`src/rtl/data_mem_pkg.sv`:
```
// Shared types and constants for the data memory bank.
// Holds the clear-sweep state enum, default widths and depth helper.
package data_mem_pkg;

    localparam int DATA_W_DEF = 8;
    localparam int ADDR_W_DEF = 5;

    typedef enum logic {
        IDLE,
        CLEAR
    } state_t;

    function automatic int depth_of(input int aw);
        return 1 << aw;
    endfunction

endpackage

```
`src/rtl/data_mem_clear_fsm.sv`:
```
// Clear sequencer: walks every word once, one per cycle.
// Provides Busy/Ready decode and the sweep write address.
import data_mem_pkg::*;

module data_mem_clear_fsm #(
    parameter int ADDR_W = ADDR_W_DEF
) (
    input  logic              clk,
    input  logic              rst_n,
    input  logic              clear,
    output logic              ready,
    output logic              busy,
    output logic              clr_en,
    output logic [ADDR_W-1:0] clr_addr
);

    localparam logic [ADDR_W-1:0] LAST = '1;

    state_t            state;
    logic [ADDR_W-1:0] cnt;

    // State and sweep counter; counter wraps to 0 on the last entry
    always_ff @(posedge clk or negedge rst_n) begin
        if (!rst_n) begin
            state <= IDLE;
            cnt   <= '0;
        end else begin
            unique case (state)
                IDLE: begin
                    if (clear) begin
                        state <= CLEAR;
                        cnt   <= '0;
                    end
                end
                CLEAR: begin
                    cnt <= cnt + 1'b1;
                    if (cnt == LAST) begin
                        state <= IDLE;
                    end
                end
                default: begin
                    state <= IDLE;
                    cnt   <= '0;
                end
            endcase
        end
    end

    assign ready    = (state == IDLE);
    assign busy     = (state == CLEAR);
    assign clr_en   = busy;
    assign clr_addr = cnt;

endmodule

```
`src/rtl/data_memory_bank.sv`:
```
// DEPTH x DATA_W data memory with registered read and clear sweep.
// Macro DATA_MEM_WRITE_FIRST_EN adds a read-only port with write-first forwarding.
import data_mem_pkg::*;

module data_memory_bank #(
    parameter int DATA_W = DATA_W_DEF,
    parameter int ADDR_W = ADDR_W_DEF
) (
    input  logic              Clk,
    input  logic              Reset,
    input  logic              Req,
    input  logic              We,
    input  logic [ADDR_W-1:0] Address,
    input  logic [DATA_W-1:0] Data_in,
    input  logic              Clear,
`ifdef DATA_MEM_WRITE_FIRST_EN
    input  logic              Rd_req,
    input  logic [ADDR_W-1:0] Rd_address,
`endif
    output logic              Ready,
    output logic [DATA_W-1:0] Data_out,
    output logic              Rd_valid,
    output logic              Busy
);

    localparam int DEPTH = depth_of(ADDR_W);

    logic [DATA_W-1:0] mem [DEPTH];
    logic              clr_en;
    logic [ADDR_W-1:0] clr_addr;
    logic              wr_acc;
    logic              rd_acc;
    logic [DATA_W-1:0] rd_data;

    data_mem_clear_fsm #(
        .ADDR_W(ADDR_W)
    ) u_clear_fsm (
        .clk     (Clk),
        .rst_n   (Reset),
        .clear   (Clear),
        .ready   (Ready),
        .busy    (Busy),
        .clr_en  (clr_en),
        .clr_addr(clr_addr)
    );

    assign wr_acc = Ready & Req & We;

`ifdef DATA_MEM_WRITE_FIRST_EN
    // Port-A read wins; otherwise the side port reads, forwarding a same-edge write
    always_comb begin
        rd_acc  = 1'b0;
        rd_data = mem[Address];
        if (Ready && Req && !We) begin
            rd_acc  = 1'b1;
            rd_data = mem[Address];
        end else if (Ready && Rd_req) begin
            rd_acc  = 1'b1;
            if (wr_acc && (Rd_address == Address)) begin
                rd_data = Data_in;
            end else begin
                rd_data = mem[Rd_address];
            end
        end
    end
`else
    // Single port: a read never coincides with a write, so read-first is implicit
    always_comb begin
        rd_acc  = Ready & Req & ~We;
        rd_data = mem[Address];
    end
`endif

    // Array update: sweep zeroes one word, else accepted request writes
    always_ff @(posedge Clk or negedge Reset) begin
        if (!Reset) begin
            for (int i = 0; i < DEPTH; i++) begin
                mem[i] <= '0;
            end
        end else if (clr_en) begin
            mem[clr_addr] <= '0;
        end else if (wr_acc) begin
            mem[Address] <= Data_in;
        end
    end

    // Read register and one-cycle valid strobe
    always_ff @(posedge Clk or negedge Reset) begin
        if (!Reset) begin
            Data_out <= '0;
            Rd_valid <= 1'b0;
        end else begin
            Rd_valid <= rd_acc;
            if (rd_acc) begin
                Data_out <= rd_data;
            end
        end
    end

endmodule

```
`config.mk`:
```
export PLATFORM = sky130hd
export DESIGN_NAME = data_memory_bank
export DESIGN_NICKNAME = d
export VERILOG_FILES = /design/src/rtl/data_mem_pkg.sv /design/src/rtl/data_mem_clear_fsm.sv /design/src/rtl/data_memory_bank.sv
export SDC_FILE = /design/constraint.sdc
export NUM_CORES = 1
export LEC_CHECK = 0
export CORE_AREA = 2 2 164 166
export DETAILED_ROUTE_END_ITERATION = 10
export DIE_AREA = 0 0 166 168
export PLACE_DENSITY = 0.66
export SYNTH_ARGS = -nofsm -noshare
export SYNTH_HDL_FRONTEND = slang
export SYNTH_SLANG_ARGS = --single-unit
export TNS_END_PERCENT = 1
```
`constraint.sdc`:
```
create_clock -name Clk -period 2.1 [get_ports Clk]
set_input_delay 0.21 -clock Clk [delete_from_list [all_inputs] [get_ports Clk]]
set_output_delay 0.21 -clock Clk [all_outputs]
set_load 0.01 [all_outputs]
```
### Word-level counts from Yosys, hierarchy flattened

Cells that the tools add are included.

* bits in registers: 271
* input bits: 18
* output and inout bits: 11
* logic and storage cells: 70

* $add $sub $neg: 1
* $lt $le $gt $ge: 4
* equal/unequal tests: 2
* multiplexer cells: 15
* bitwise gates (word level): 9
* reductions and logical operators: 3

Operators by type and width (count)
* $mux 256: 2
* $and 256x256->256: 1
* $bwmux 256: 1
* $not 256->256: 1
* $demux 8 s5: 2
* $bmux 8 s5: 1
* $mux 8: 4
* $ge 6x6->1 const B: 2
* $lt 6x1->1 const B: 2
* $not 5->6: 2
* $pmux 5 s2: 1
* $add 5x1->5 const B: 1
* $eq 5x5->1 const B: 1
* $mux 5: 1
* $and 1x1->1: 3
* $logic_and 1x1->1: 2
* $mux 1: 2
* $ne 2x2->1 const B: 1
* $not 1->1: 2
* $pmux 1 s2: 1
* $reduce_bool 2->1: 1

### Logic depth before layout (Yosys ltp)

* depth after elaboration: 8
* mapped depth: 8
* mapped depth without buffers: 6

### Modules after synthesis

Synthesis repeated with hierarchy kept, for this count alone.

* cells, all modules: 926
* area, all modules: 12170.4 µm²

Modules (own cells, without submodules)
* data_memory_bank: instances 1, cells each 899, area an instance 11877.6 µm², sequential area each 6631.4 µm²
* data_mem_clear_fsm: instances 1, cells each 27, area an instance 292.8 µm², sequential area each 150.1 µm²

### Least setup slack after synthesis

OpenSTA, ideal clock, no wires.

* path type: reg2reg
* start: register u_clear_fsm.state (netlist: u_clear_fsm.busy)
* end: register mem[144] (netlist name)
* library setup time: 0.121 ns
* arrival: 1.672 ns
* required time: 1.979 ns
* slack: 0.307 ns
* cell stages (with the launch flop): 8
* buffers on the path: 3
* period minus slack after synthesis: 1.793 ns
* cell sequence: dfrtp_1 -> buf_6 -> nand4b_1 -> buf_6 -> buf_6 -> nor3_4 -> a21oi_2 -> a22o_1

* cells in the longest elaborated chain, start to end: 4
* elaborated cells on any way between the ends: 5
* those cells by class: mux: 1; bitwise: 3; reduce/logical: 1

Ends and longest elaborated chain
* start, declared: RTL line data_mem_clear_fsm.sv:19 `state_t state;`
* start signal, assigned: RTL line data_mem_clear_fsm.sv:25 `state <= IDLE;`
* start signal, assigned: RTL line data_mem_clear_fsm.sv:31 `state <= CLEAR;`
* start signal, assigned: RTL line data_mem_clear_fsm.sv:38 `state <= IDLE;`
* $not 1->1: RTL line data_mem_clear_fsm.sv:49 `assign ready = (state == IDLE);`
* $and 1x1->1 (2 in series): RTL line data_memory_bank.sv:47 `assign wr_acc = Ready & Req & We;`
* $reduce_bool 2->1 (no line)
* end signal, assigned by index: RTL line data_memory_bank.sv:83 `mem[Address] <= Data_in;`
* end, declared: RTL line data_memory_bank.sv:28 `logic [DATA_W-1:0] mem [DEPTH];`

Several ways; a longest one is shown, not always the timed one.
A chain may end at the register's enable or synchronous reset.

### Worst setup path in the final report

* start: register u_clear_fsm.state (netlist: u_clear_fsm.busy)
* end: output port Ready

* cells in the longest elaborated chain, start to end: 1

Ends and longest elaborated chain
* $not 1->1: RTL line data_mem_clear_fsm.sv:49
* end, declared: RTL line data_memory_bank.sv:20 `output logic Ready,`

No other way between the ends.

==> impl_metrics.json <==
{
  "maxSlewViolCount": 0,
  "rsz0062_at_grt": "false",
  "yosysWarningCount": 0,
  "antenna_found_initial": 0,
  "hp-class": "input pin to async pin",
  "relSlewSlack_pct": 57.2,
  "netlist_instances": 897,
  "wl_um": 36400,
  "finalPower_mw": 13.6,
  "combPwrFrac_pct": 18.3,
  "diodes": 0,
  "first_pass_iters": 5,
  "crit_path_start": "u_clear_fsm.busy",
  "dp.cells": 1317,
  "worst_pin_slew_ps": 642,
  "worst_ep_arrival_time_ps": 1810,
  "finalWeightedCongestion": 0.914,
  "cts_tree": "done",
  "drc": 0,
  "htreeDepth": 1,
  "syn_avg_cell_area_sq_um": 14.3,
  "finalCoreUtilization_pct": 57.3,
  "cts_buffers": 31,
  "drtIter0Drc": 824,
  "clk-insertion-delay-late_ps": 560,
  "setup_viol": 0,
  "grt_pass1_vias": 9140,
  "final_nets": 1033,
  "die_w_um": 166,
  "final-hold-violation-count": 0,
  "ant_nets": 0,
  "area_delta_synth_final_pct": 17.3,
  "overflow": 0,
  "end_kind": "primary output",
  "status": "finished, final reports clean",
  "dpl-instance-area_sq_um": 14100,
  "synth-edff-count": 0,
  "die-area_sq_um": 27900,
  "syn_nets": 920,
  "drive_gt1_share_pct": 28.0,
  "r2r_start": "u_clear_fsm.busy",
  "critPathKind": "flip-flop to primary output",
  "fin_skew_ps": 23.0,
  "worstSetupStartpointType": "flip-flop",
  "synthArstFlopShare_pct": 100,
  "io_pins": 29,
  "clockBufferDepth": 3,
  "io_buffer_count": 28,
  "clock-root-buffer": "clkbuf_16",
  "num_vias": 8986,
  "start_util_pct": 48.8,
  "synthFlopType": "dfrtp_1",
  "rr_worst_depth": 5,
  "wl_per_cell_um": 26.5,
  "fin_hold_ws_ps": 167,
  "min_period_ps": 2020,
  "cp_data_required_time_ps": 1890,
  "cts_setup_buffers": 0,
  "clock-sinks": 271,
  "ir_worst_vdd_v": 0.000802,
  "grt_max_degree": 71,
  "die_y_um": 168,
  "design_area_sq_um": 15100,
  "timing.rr.end": "mem[63]",
  "path_clk_slew_ps": 60,
  "clock.fmax_mhz": 496,
  "rows": 60,
  "synth.ff_latch_count": 271,
  "grtUsageTotal_pct": 26.4,
  "core-area_sq_um": 26400,
  "cp-endpoint": "Ready",
  "p_leak_nw": 7.02,
  "synth.distinct_cells": 61,
  "cap_violations": 0,
  "instances_no_fill": 1374,
  "grt_first_pass_wirelength_um": 56900,
  "switching_share_pct": 29.5,
  "reg2reg_slack_ps": 200,
  "dp_hpwl_um": 24000,
  "power_switching_mw": 4.00,
  "p_seq_share_pct": 43.6,
  "pwr-share-clk_pct": 38.1,
  "netlist_area_sq_um": 12900,
  "crit_fanout": 11,
  "ys_seq_area_share_pct": 52.7,
  "vias_per_cell": 6.54,
  "post-route-period-util_pct": 96.1,
  "pwr_density_cell_nw_per_um2": 899,
  "p_int_mw": 9.57
}
[worst max-delay path: stages, from the launching register on]
cell and delay (ps):
dfrtp_2 480, inv_2 80, buf_4 150, clkdlybuf4s50_1 540
[Yosys cell counts (all sizes together) (3+ instances only)]
library cell	instances	area, sq um
o22ai	9	56.3
and2	5	33.8
or3b	3	26.3
a22oi	7	52.6
a31oi	8	50.1
ha	5	62.6
clkbuf	38	246
a211oi	5	37.5
inv	7	26.3
a22o	264	2310
and3	4	25.0
nor3b	7	73.8
dfrtp	271	6780
and3b	4	35.0
or4b	3	30.0
nor2b	4	25.0
mux4	48	1100
nand4bb	3	33.8
nor2	20	75.1
a21oi	32	265
nand3	5	30.0
a31o	3	26.3
nor3	40	561
nand3b	3	30.0
o21ai	7	35.0
mux2i	31	310
buf	33	308
nand2	7	26.3
[power groups by stage]
stage	logic (mW)	registers (mW)	clock network, mW
6_report	2.48	5.91	5.17
5_1_grt	2.65	5.94	5.48
4_1_cts	2.48	5.89	5.24
3_5_place_dp	2.47	5.97	0
3_3_place_gp	2.43	5.97	0
2_1_floorplan	1.48	5.80	0
[layout by cell type, fill, tap and decap left out, types with 20 or more instances in the layout]
cell type,instances
a21oi_2,28
a22o_1,264
buf_4,111
clkbuf_16,31
clkdlybuf4s50_1,25
dfrtp_1,270
mux2i_1,31
mux4_2,43
nor2_1,20
nor3_4,32
[per-layer routing]
metal  GRT usage (%)  part of all wire (%)
met2            40.4                    46
met4            8.39                   3.3
met1            38.3                    44
met5               0                     0
met3            5.34                   7.3
[worst min path at each step]
stage	cells after the start	from	end	slack (ps)
after floorplan	0	Reset	Data_out[0]	-90
after global placement	1	Reset	mem[253]	170
after detailed placement	1	Reset	mem[248]	170
after CTS	2	Reset	mem[243]	170
after global routing	2	Reset	mem[243]	200
final	2	Reset	mem[243]	170
[final cells by class]
type                    instances  area (sq um)
repair buffers                151          1370
clock inverters                 8          72.6
inverters                       8          43.8
well taps                     341           427
clock buffers                  48           900
fillers                      2101         11300
flip-flops and latches        271          6780
multi-input cells             547          5490
[state kept, by name, indices dropped and copies added (netlist names)]
register	cells
mem	256
Data_out	8
u_clear_fsm.clr_addr	5
Rd_valid	1
u_clear_fsm.busy	1
[per-stage QoR]
step	TNS, ps	setup slack [ps]
after floorplan	0	307
after global placement	0	9.60
after detailed placement	-85.3	-81.3
after CTS	0	1.30
after global routing	0	20.3
final	0	82.3
[logic make-up (layout without fill, tap and decap cells)]
group                      count (synthesis)  count (layout)  synth area share (%)
AOI/OAI and AO/OA                        343             343                  22.6
xor gates and xnor gates                   2               2                 0.136
adders and majority gates                  5               5                 0.486
buffers and inverters                     79             215                  4.65
DFF                                      271             271                  52.7
muxes                                     81              81                  11.1
and+or+nand+nor                          116             116                  8.27
[timing repair]
action                                  4_1_cts  5_1_grt
endpoints found under the hold margin       115        0
hold buffers                                  1        0
resized for setup                             0        2
endpoints found under the setup margin        0       33
Power figures use the tool's default switching activity.
